**src/rtl/instr_loader_pkg.sv**
```systemverilog
// instr_pkg: opcodes, field positions and FSM state shared by the loader and the instruction decoder.
package instr_pkg;
  localparam int WORD_W = 17;
  localparam int OP_LO = 12;
  localparam int BODY_W = 12;
  localparam logic [4:0] OP_ADD = 5'b00000;
  localparam logic [4:0] OP_SUB = 5'b00001;
  localparam logic [4:0] OP_ADDI = 5'b00010;
  localparam logic [4:0] OP_SUBI = 5'b00011;
  localparam logic [4:0] OP_MUL = 5'b00100;
  localparam logic [4:0] OP_DIV = 5'b00101;
  localparam logic [4:0] OP_CLR = 5'b00110;
  localparam logic [4:0] OP_RST = 5'b00111;
  localparam logic [4:0] OP_MOV = 5'b01000;
  localparam logic [4:0] OP_JMP = 5'b01001;
  localparam logic [4:0] OP_CMP = 5'b01010;
  localparam logic [4:0] OP_JZ = 5'b01011;
  localparam logic [4:0] OP_INC = 5'b01100;
  localparam logic [4:0] OP_DEC = 5'b01101;
  localparam logic [4:0] OP_LOAD = 5'b01110;
  localparam logic [4:0] OP_STORE = 5'b01111;
  localparam logic [4:0] OP_RIO = 5'b10000;
  localparam logic [4:0] OP_MOVI = 5'b10001;
  // Low bit of each field within the 12-bit operand body.
  localparam int S3_LO = 6;
  localparam int A3_LO = 3;
  localparam int SI_LO = 7;
  localparam int AI_LO = 4;
  localparam int HI_LO = 9;
  localparam int MID_LO = 6;
  localparam int DADDR_LO = 5;
  localparam int JADDR_LO = 6;
  typedef enum logic [1:0] {ST_IDLE, ST_LOAD, ST_FLUSH, ST_DONE} state_t;
endpackage

```
**src/rtl/instr_loader_if.sv**
```systemverilog
// instr_loader_if: valid/ready beat stream carrying one instruction's fields.
interface instr_loader_if;
  logic in_valid;
  logic in_ready;
  logic in_last;
  logic [4:0] op;
  logic [2:0] rs;
  logic [2:0] ra;
  logic [2:0] rb;
  logic [3:0] imm;
  logic [5:0] jaddr;
  logic [3:0] daddr;
  modport master(output in_valid, in_last, op, rs, ra, rb, imm, jaddr, daddr, input in_ready);
  modport slave(input in_valid, in_last, op, rs, ra, rb, imm, jaddr, daddr, output in_ready);
endinterface

```
**src/rtl/instr_packer.sv**
```systemverilog
// instr_packer: combinational encoder from instruction fields to the 17-bit machine word.
module instr_packer
  import instr_pkg::*;
(
  input  logic [4:0]        op,
  input  logic [2:0]        rs,
  input  logic [2:0]        ra,
  input  logic [2:0]        rb,
  input  logic [3:0]        imm,
  input  logic [5:0]        jaddr,
  input  logic [3:0]        daddr,
  output logic [WORD_W-1:0] word,
  output logic              illegal
);
  logic [BODY_W-1:0] body, s_w, a_w, b_w, i_w, j_w, d_w;
  assign s_w = BODY_W'(rs);
  assign a_w = BODY_W'(ra);
  assign b_w = BODY_W'(rb);
  assign i_w = BODY_W'(imm);
  assign j_w = BODY_W'(jaddr);
  assign d_w = BODY_W'(daddr);
  always_comb begin
    illegal = 1'b0;
    body = '0;
    case (op)
      OP_ADD, OP_SUB: body = (s_w << S3_LO) | (a_w << A3_LO) | b_w;
      OP_ADDI, OP_SUBI: body = (s_w << SI_LO) | (a_w << AI_LO) | i_w;
      OP_MUL, OP_DIV, OP_INC, OP_DEC: body = (s_w << HI_LO) | (a_w << MID_LO);
      OP_CLR, OP_RIO: body = s_w << HI_LO;
      OP_RST: body = '0;
      OP_MOV: body = (s_w << HI_LO) | (b_w << MID_LO);
      OP_JMP, OP_JZ: body = j_w << JADDR_LO;
      OP_CMP: body = (a_w << HI_LO) | (b_w << MID_LO);
      OP_LOAD: body = (s_w << HI_LO) | (d_w << DADDR_LO);
      OP_STORE: body = (a_w << HI_LO) | (d_w << DADDR_LO);
      OP_MOVI: body = (s_w << HI_LO) | (i_w << DADDR_LO);
      default: illegal = 1'b1;
    endcase
  end
  assign word = {op, body};
endmodule

```
**src/rtl/instr_loader.sv**
```systemverilog
// instr_loader: streams encoded instructions into instruction memory while holding the CPU in reset.
module instr_loader
  import instr_pkg::*;
#(
  parameter int DEPTH = 64,
  localparam int AW = $clog2(DEPTH),
  localparam int CW = AW + 1
) (
  input  logic              clk,
  input  logic              reset_n,
  input  logic              start,
  instr_loader_if.slave     beat,
  output logic              imem_we,
  output logic [AW-1:0]     imem_addr,
  output logic [WORD_W-1:0] imem_wdata,
  output logic              cpu_hold,
  output logic              done,
  output logic              err_illegal,
  output logic              err_overflow,
  output logic [CW-1:0]     count
);
  localparam logic [CW-1:0] LAST_SLOT = CW'(DEPTH - 1);
  state_t state, state_n;
  logic [WORD_W-1:0] word;
  logic illegal, fire, wr, full;
  instr_packer u_packer (
    .op(beat.op), .rs(beat.rs), .ra(beat.ra), .rb(beat.rb), .imm(beat.imm),
    .jaddr(beat.jaddr), .daddr(beat.daddr), .word(word), .illegal(illegal)
  );
  assign fire = beat.in_valid && beat.in_ready;
  assign wr = fire && !illegal;
  assign full = count == LAST_SLOT;
  always_ff @(posedge clk or negedge reset_n)
    if (!reset_n) state <= ST_IDLE;
    else state <= state_n;
  always_comb begin
    state_n = state;
    case (state)
      ST_IDLE: state_n = start ? ST_LOAD : ST_IDLE;
      ST_LOAD: state_n = fire && (beat.in_last || (!illegal && full)) ? ST_FLUSH : ST_LOAD;
      ST_FLUSH: state_n = ST_DONE;
      default: state_n = ST_IDLE;
    endcase
  end
  always_comb begin
    beat.in_ready = state == ST_LOAD;
    cpu_hold = state != ST_IDLE;
    done = state == ST_DONE;
  end
  // count doubles as the write pointer, so it advances together with imem_we.
  always_ff @(posedge clk or negedge reset_n) begin
    if (!reset_n) begin
      imem_we <= 1'b0;
      imem_addr <= '0;
      imem_wdata <= '0;
      count <= '0;
      err_illegal <= 1'b0;
      err_overflow <= 1'b0;
    end else begin
      imem_we <= wr;
      if (state == ST_IDLE && start) begin
        count <= '0;
        err_illegal <= 1'b0;
        err_overflow <= 1'b0;
      end
      if (wr) begin
        imem_addr <= count[AW-1:0];
        imem_wdata <= word;
        count <= count + CW'(1);
      end
      if (fire && illegal) err_illegal <= 1'b1;
      if (wr && !beat.in_last && full) err_overflow <= 1'b1;
    end
  end
endmodule

```
**src/flat_wrapper.sv**
```systemverilog
// flat-port wrapper written by rule: the top's interface ports become plain ports
module instr_loader_flat import instr_pkg::*;
#(
  parameter int DEPTH = 64,
  localparam int AW = $clog2(DEPTH),
  localparam int CW = AW + 1
)
  (clk, reset_n, start, imem_we, imem_addr, imem_wdata, cpu_hold, done, err_illegal, err_overflow, count, beat_in_valid, beat_in_last, beat_op, beat_rs, beat_ra, beat_rb, beat_imm, beat_jaddr, beat_daddr, beat_in_ready);
  instr_loader_if beat_i ();
  input  logic clk;
  input  logic reset_n;
  input  logic start;
  output logic imem_we;
  output logic [AW-1:0] imem_addr;
  output logic [WORD_W-1:0] imem_wdata;
  output logic cpu_hold;
  output logic done;
  output logic err_illegal;
  output logic err_overflow;
  output logic [CW-1:0] count;
  input wire logic [$bits(beat_i.in_valid)-1:0] beat_in_valid;
  input wire logic [$bits(beat_i.in_last)-1:0] beat_in_last;
  input wire logic [$bits(beat_i.op)-1:0] beat_op;
  input wire logic [$bits(beat_i.rs)-1:0] beat_rs;
  input wire logic [$bits(beat_i.ra)-1:0] beat_ra;
  input wire logic [$bits(beat_i.rb)-1:0] beat_rb;
  input wire logic [$bits(beat_i.imm)-1:0] beat_imm;
  input wire logic [$bits(beat_i.jaddr)-1:0] beat_jaddr;
  input wire logic [$bits(beat_i.daddr)-1:0] beat_daddr;
  output wire logic [$bits(beat_i.in_ready)-1:0] beat_in_ready;
  assign beat_i.in_valid = beat_in_valid;
  assign beat_i.in_last = beat_in_last;
  assign beat_i.op = beat_op;
  assign beat_i.rs = beat_rs;
  assign beat_i.ra = beat_ra;
  assign beat_i.rb = beat_rb;
  assign beat_i.imm = beat_imm;
  assign beat_i.jaddr = beat_jaddr;
  assign beat_i.daddr = beat_daddr;
  assign beat_in_ready = beat_i.in_ready;
  instr_loader #(.DEPTH(DEPTH)) u_core (.clk(clk), .reset_n(reset_n), .start(start), .beat(beat_i), .imem_we(imem_we), .imem_addr(imem_addr), .imem_wdata(imem_wdata), .cpu_hold(cpu_hold), .done(done), .err_illegal(err_illegal), .err_overflow(err_overflow), .count(count));
endmodule
```
**config.mk**
```make
export PLATFORM = sky130hd
export DESIGN_NAME = instr_loader_flat
export DESIGN_NICKNAME = d
export VERILOG_FILES = /design/src/rtl/instr_loader_pkg.sv /design/src/rtl/instr_loader_if.sv /design/src/rtl/instr_packer.sv /design/src/rtl/instr_loader.sv /design/src/flat_wrapper.sv
export SDC_FILE = /design/constraint.sdc
export NUM_CORES = 1
export LEC_CHECK = 0
export CAP_MARGIN = 20
export CORE_MARGIN = 2
export CORE_UTILIZATION = 49
export CTS_CLUSTER_DIAMETER = 30
export CTS_CLUSTER_SIZE = 16
export DETAILED_ROUTE_END_ITERATION = 10
export GPL_ROUTABILITY_DRIVEN = 0
export PLACE_DENSITY_LB_ADDON = 0.08
export SKIP_LAST_GASP = 1
export SYNTH_ARGS = -nofsm -noshare
export SYNTH_HDL_FRONTEND = slang
export SYNTH_HIERARCHICAL = 1
export SYNTH_SLANG_ARGS = --single-unit
export TNS_END_PERCENT = 100
```
**constraint.sdc**
```tcl
create_clock -name clk -period 2.1 [get_ports clk]
set_input_delay 0.42 -clock clk [delete_from_list [all_inputs] [get_ports clk]]
set_output_delay 0.42 -clock clk [all_outputs]
set_load 0.05 [all_outputs]
```
Yosys cells after proc, flatten, opt, wreduce, memory -nomap -nowiden
Cells that the tools add are included.
{ "classes": {"add_sub_neg": 1, "n_eq_ne": 21, "n_mux": 10, "bitwise_logic": 10, "n_reduce_logical": 22} }
{ "ops": {"columns": ["cell", "n"], "rows": [
  ["one-hot mux 12 bit (10 select lines)", 1],
  ["OR 12 x 9 -> 12 bit", 6],
  ["equality test 5 x 4 -> 1 bit (second input constant)", 8],
  ["equality test 5 x 3 -> 1 bit (second input constant)", 4],
  ["OR reduction 18 bit", 1],
  ["two-way mux 7 bit", 2],
  ["equality test 5 x 2 -> 1 bit (second input constant)", 2],
  ["equality test 5 bit (second input constant)", 2],
  ["OR 10 x 4 -> 10 bit", 1],
  ["OR 10 x 7 -> 10 bit", 1],
  ["OR 9 x 3 -> 9 bit", 1],
  ["OR 9 x 6 -> 9 bit", 1],
  ["logical AND 1 bit", 8],
  ["nonzero test 2 bit", 4],
  ["OR reduction 2 bit", 4],
  ["adder 7 x 1 -> 7 bit (second input constant)", 1],
  ["equality test 7 x 6 -> 1 bit (second input constant)", 1],
  ["one-hot mux 2 bit (3 select lines)", 1],
  ["equality test 5 x 1 -> 1 bit (second input constant)", 1],
  ["zero test 5 bit", 1],
  ["two-way mux 1 bit", 5],
  ["equality test 2 bit (second input constant)", 2],
  ["OR reduction 4 bit", 1],
  ["equality test 2 x 1 -> 1 bit (second input constant)", 1],
  ["other kinds (4)", 4]
]} }
{ "word_totals": {"ff_bits": 35, "in_bits": 33, "out_inout_bits": 36, "word_cells": 71} }

Logic depth before layout (Yosys ltp)
{ "logic_depth": {"word_depth": 7, "mapped_depth": 9, "ltp_nobuf": 5} }

Hierarchy
Netlist, hierarchy kept.
{ "modules_own_cells": {"columns": ["module", "instances", "cells_per_inst", "area_each_um2", "seq_area_each_um2"], "rows": [
  ["instr_loader", 1, 154, 1498.9, 875.8],
  ["instr_packer", 1, 67, 558.0, 0.0]
]} }

Worst setup path before layout
Ideal clock, no wire load.
{ "synth_path": {"path_kind": "input to register", "start": "in beat_op[1]", "end": "reg u_core.state[0]", "setup_ns": 0.123, "arrival_time_ns": 1.728, "required_time_ns": 1.977, "setup_slack_ns": 0.249, "cell_stages": 8, "n_path_buf": 3, "path_cell_list": "buf_2 > buf_2 > o31a_1 > nand4bb_4 > inv_2 > buf_6 > nand4_4 > o2bb2ai_1"} }
{ "synth_between": {"elab_chain_len": 7, "elab_cells_between_ends": 24, "classes_between": "17 x eq/ne; 2 x mux; 5 x reduce/logical"} }
{ "synth_lines": {"columns": ["item", "line", "text"], "rows": [
  ["start, declared", "flat_wrapper.sv:23", "input wire logic [$bits(beat_i.op)-1:0] beat_op;"],
  ["equality test 5 bit, or another cell as far along", "instr_packer.sv:25", "case (op)"],
  ["OR reduction 18 bit (no line) *", null, null],
  ["logical AND 1 bit *", "instr_loader.sv:40", "ST_LOAD: state_n = fire && (beat.in_last || (!illegal && full)) ? ST_FLUSH : ST_LOAD;"],
  ["logical OR 1 bit *", "instr_loader.sv:40", null],
  ["logical AND 1 bit *", "instr_loader.sv:40", null],
  ["two-way mux 2 bit *", "instr_loader.sv:40", null],
  ["one-hot mux 2 bit (3 select lines) *", "instr_loader.sv:38", "case (state)"],
  ["named net u_core.state_n[0]", "instr_loader.sv:23", "state_t state, state_n;"],
  ["end signal, assigned", "instr_loader.sv:35", "else state <= state_n;"],
  ["end, declared", "instr_loader.sv:23", null]
]} }
The timed path passes the listed nets; every way through them passes the cells marked *.
A chain may end at the register's enable or synchronous reset.

Final worst setup path
{ "layout_path": {"start": "reg u_core.count[0]", "end": "out count[0]"} }
{ "layout_rtl": {"columns": ["item", "line", "text"], "rows": [
  ["start, declared", "instr_loader.sv:20", "output logic [CW-1:0] count"],
  ["start signal, assigned", "instr_loader.sv:69", "count <= count + CW'(1);"],
  ["end, declared", "flat_wrapper.sv:20", "output logic [CW-1:0] count;"]
]} }
No word-level cell between the ends.

==> results.md <==
* Antenna-violating nets left at 0
* CP arrival at about 1.6 ns
* Most instantiated cells after synthesis: nand2_1, dfrtp_1, mux2i_1, nand3_1, nand3b_1
* Slowest stage delay, CP at 0.84 ns
* Crit path max fanout at 7
* Fin Hold WS at 0.473 ns
* Worst-Skew Late Latency at between 0.2 and 0.3 ns
* Core Util, Final at a little under three quarters
* Warnings from Yosys at 6
* Num CTS Buffers at 5
* Top-area cell type share of the netlist area at between 40% and 50%
* Fillers at between 300 and 400
* Syn nets at 255
* Worst EP required at 1.68 ns
* H-tree depth at 2
* Worst-path clk slew at 0.07 ns
* Area grow syn2layout at 39.8%
* Core ar. at 0.00403 mm²
* Cells after synthesis at 221
* Clock Skew at 0.00913 ns
* Row count at 23
* Async S/R FF share, synth at 100%
* Final Hold Vio Count at 0
* DRT iter0 DRCs at about 130
* Die H at slightly below 70 µm
* Post-synthesis cell type count at 49
* Most frequently used flop master after synthesis: dfrtp_1
* Register bit total from synthesis at 35
* Final worst setup slack at roughly 0.11 ns
* WL final at 4790 µm
* Total track usage at 22.2%
* Delay-heaviest family, CP: buffers and inverters
* DR vias at between 1500 and 2000
* Largest net degree at the start of global routing at 36
* WP buf/inv at 1
* Post-synth EDFFs at 0
* Dpl hpwl at 3610 µm
* Critical path class: flip-flop to primary output
* First-pass GRT wire length at 7890 µm
* Initial antenna violation count at 0
* Min cycle time layout at 1.99 ns
* Maximum vdd drop at 0.000617 V
* Die width at 68.8 µm
* Mapped Area at 0.00206 mm²
* Grt total ovfl at 0
* Total negative setup slack at 0 ns
* Max Cap Violations at 0
* CP Capture Type: primary output
* Total Nets Final at ~330
* Pre-CTS setup slack at -0.0245 ns
* # hold bufs at CTS at 0
* Period utilization at 94.5%
* Root buf cell: clkbuf_8
* Leak Pwr at 1.34 nW
* Power Density at between 1000 and 1500 mW/mm²
* Outcome: complete, no violations
* Top-count cell post-synth: nand2_1
* # IOs at 69
* CP startpoint kind: flip-flop
* Slew @ Worst Pin at approximately 0.52 ns
* RSZ-0062 raised after global routing: false
* Starting Density at 51.1%
* Vias per cell at 5.45
* Slew headroom at 65.3%
* Layout cell share with drive strength beyond 1 at 13.0%
* Syn Area/Cell at 9.31 µm²
* Area contributors post-synth: dfrtp_1, nand2_1, mux2i_1
* Routed length per instance at ~14 µm
* IO buf count at 68
* Number of max-slew violations in the final report at 0
* Clk buf depth at 2
* Drt pass-1 iters at 4
* Max Fclk at a little over 0.5 GHz
* Residual DRC at 0
* CP max stage cell: clkdlybuf4s50_1
* N_diodes at 0
* Number of global-route vias before repair at 1711
* Clock sinks at 35
* Cell chain of the critical path: clkdlybuf4s50_1
* Die ar. at 0.00473 mm²
* Hold Crit Class: flip-flop to flip-flop
* Cell taking the most area after synthesis: dfrtp_1
* CTS tree: yes
* Register area share after synthesis at 42.6%
* Setup violations, final at 0
## path summary, 6_finish.rpt
check	startpoint	end	slack (ns)	depth (start not counted)
max	u_core/count[0]	count[0]	0.11	1
min	u_core/imem_wdata[11]	u_core/imem_wdata[11]	0.47	2
max reg2reg	u_core/count[0]	u_core/count[6]	0.65	4
min reg2reg	u_core/imem_wdata[11]	u_core/imem_wdata[11]	0.47	2
max in group asynchronous	reset_n	u_core/count[6]	1.24	2
min in group asynchronous	reset_n	u_core/imem_wdata[7]	0.54	2
## tightest hold or removal path, cell delays in order (launching register included)
cell and delay [ns]:
dfrtp_1 0.34, nand2_1 0.05, nand2_1 0.05
## power breakdown
part | switching [W] | leakage, nW | internal [W]
Sequential | 0.000129 | 0.467 | 0.000868
Combinational | 0.00112 | 0.827 | 0.000611
Clock | 0.000232 | 0.0470 | 0.000257
Total | 0.00148 | 1.34 | 0.00174
## cell type report
type / count / area [µm²] / area share [%]
Inverter: 4 / 15.0 / 0.522
Sequential cell: 35 / 876 / 30.5
Timing Repair Buffer: 84 / 807 / 28.1
Tap cell: 50 / 62.6 / 2.18
Multi-Input combinational cell: 163 / 1030 / 35.7
Clock inverter: 1 / 5.00 / 0.174
Clock buffer: 6 / 82.6 / 2.87
## state kept, by name (all words and copies together) (netlist names)
name                 cells
u_core/err_overflow      1
u_core/imem_we           1
u_core/imem_addr         6
u_core/state             2
u_core/err_illegal       1
u_core/count             7
u_core/imem_wdata       17
## logic make-up after synthesis
group / after synthesis / share of synthesized area [%]
flops: 35 / 42.6
simple gates: 125 / 33.9
compound gates: 25 / 9.61
xor+xnor: 1 / 0.426
mux: 11 / 5.35
fa+ha+maj: 1 / 0.608
buf+inv: 23 / 7.48
## stage by stage
step / total power [W] / cells / cell area, µm²
final: 0.00322 / 343 / 2880
after global routing: 0.00341 / 343 / 2880
after CTS: 0.00324 / 343 / 2870
after detailed placement: 0.00276 / 336 / 2790
after global placement: 0.00274 / 336 / 2790
after floorplan: 0.00215 / 221 / 2060
## layer usage
metal,vias up,GRT usage (%),share of wire (%),routed length (µm)
li1,918,-,-,-
met2,60,36.8,48,2300
met3,5,4.71,5.6,267
met1,888,30.0,46,2190
met5,-,0,0,0
met4,0,4.66,0.69,33
## placed cells by master (no fill, tap or decap), types with 2 or more instances in the layout
master,n
nand2_1,74
clkdlybuf4s50_1,63
dfrtp_1,35
buf_4,18
mux2i_1,11
nand3_1,8
nand3b_1,7
clkbuf_8,6
nor2_1,6
a22oi_1,6
inv_1,3
and2_1,3
o21ai_0,3
nand4_1,3
a221o_1,3
a21oi_1,3
nand4b_1,3
o211ai_2,2
and4b_1,2
nand4bb_1,2
## what timing repair did
action                                  4_1_cts  5_1_grt
resized for setup                             1        1
setup buffers                                 0        0
endpoints found under the setup margin        1        1
Note: power is estimated with default switching activity, not from simulation.
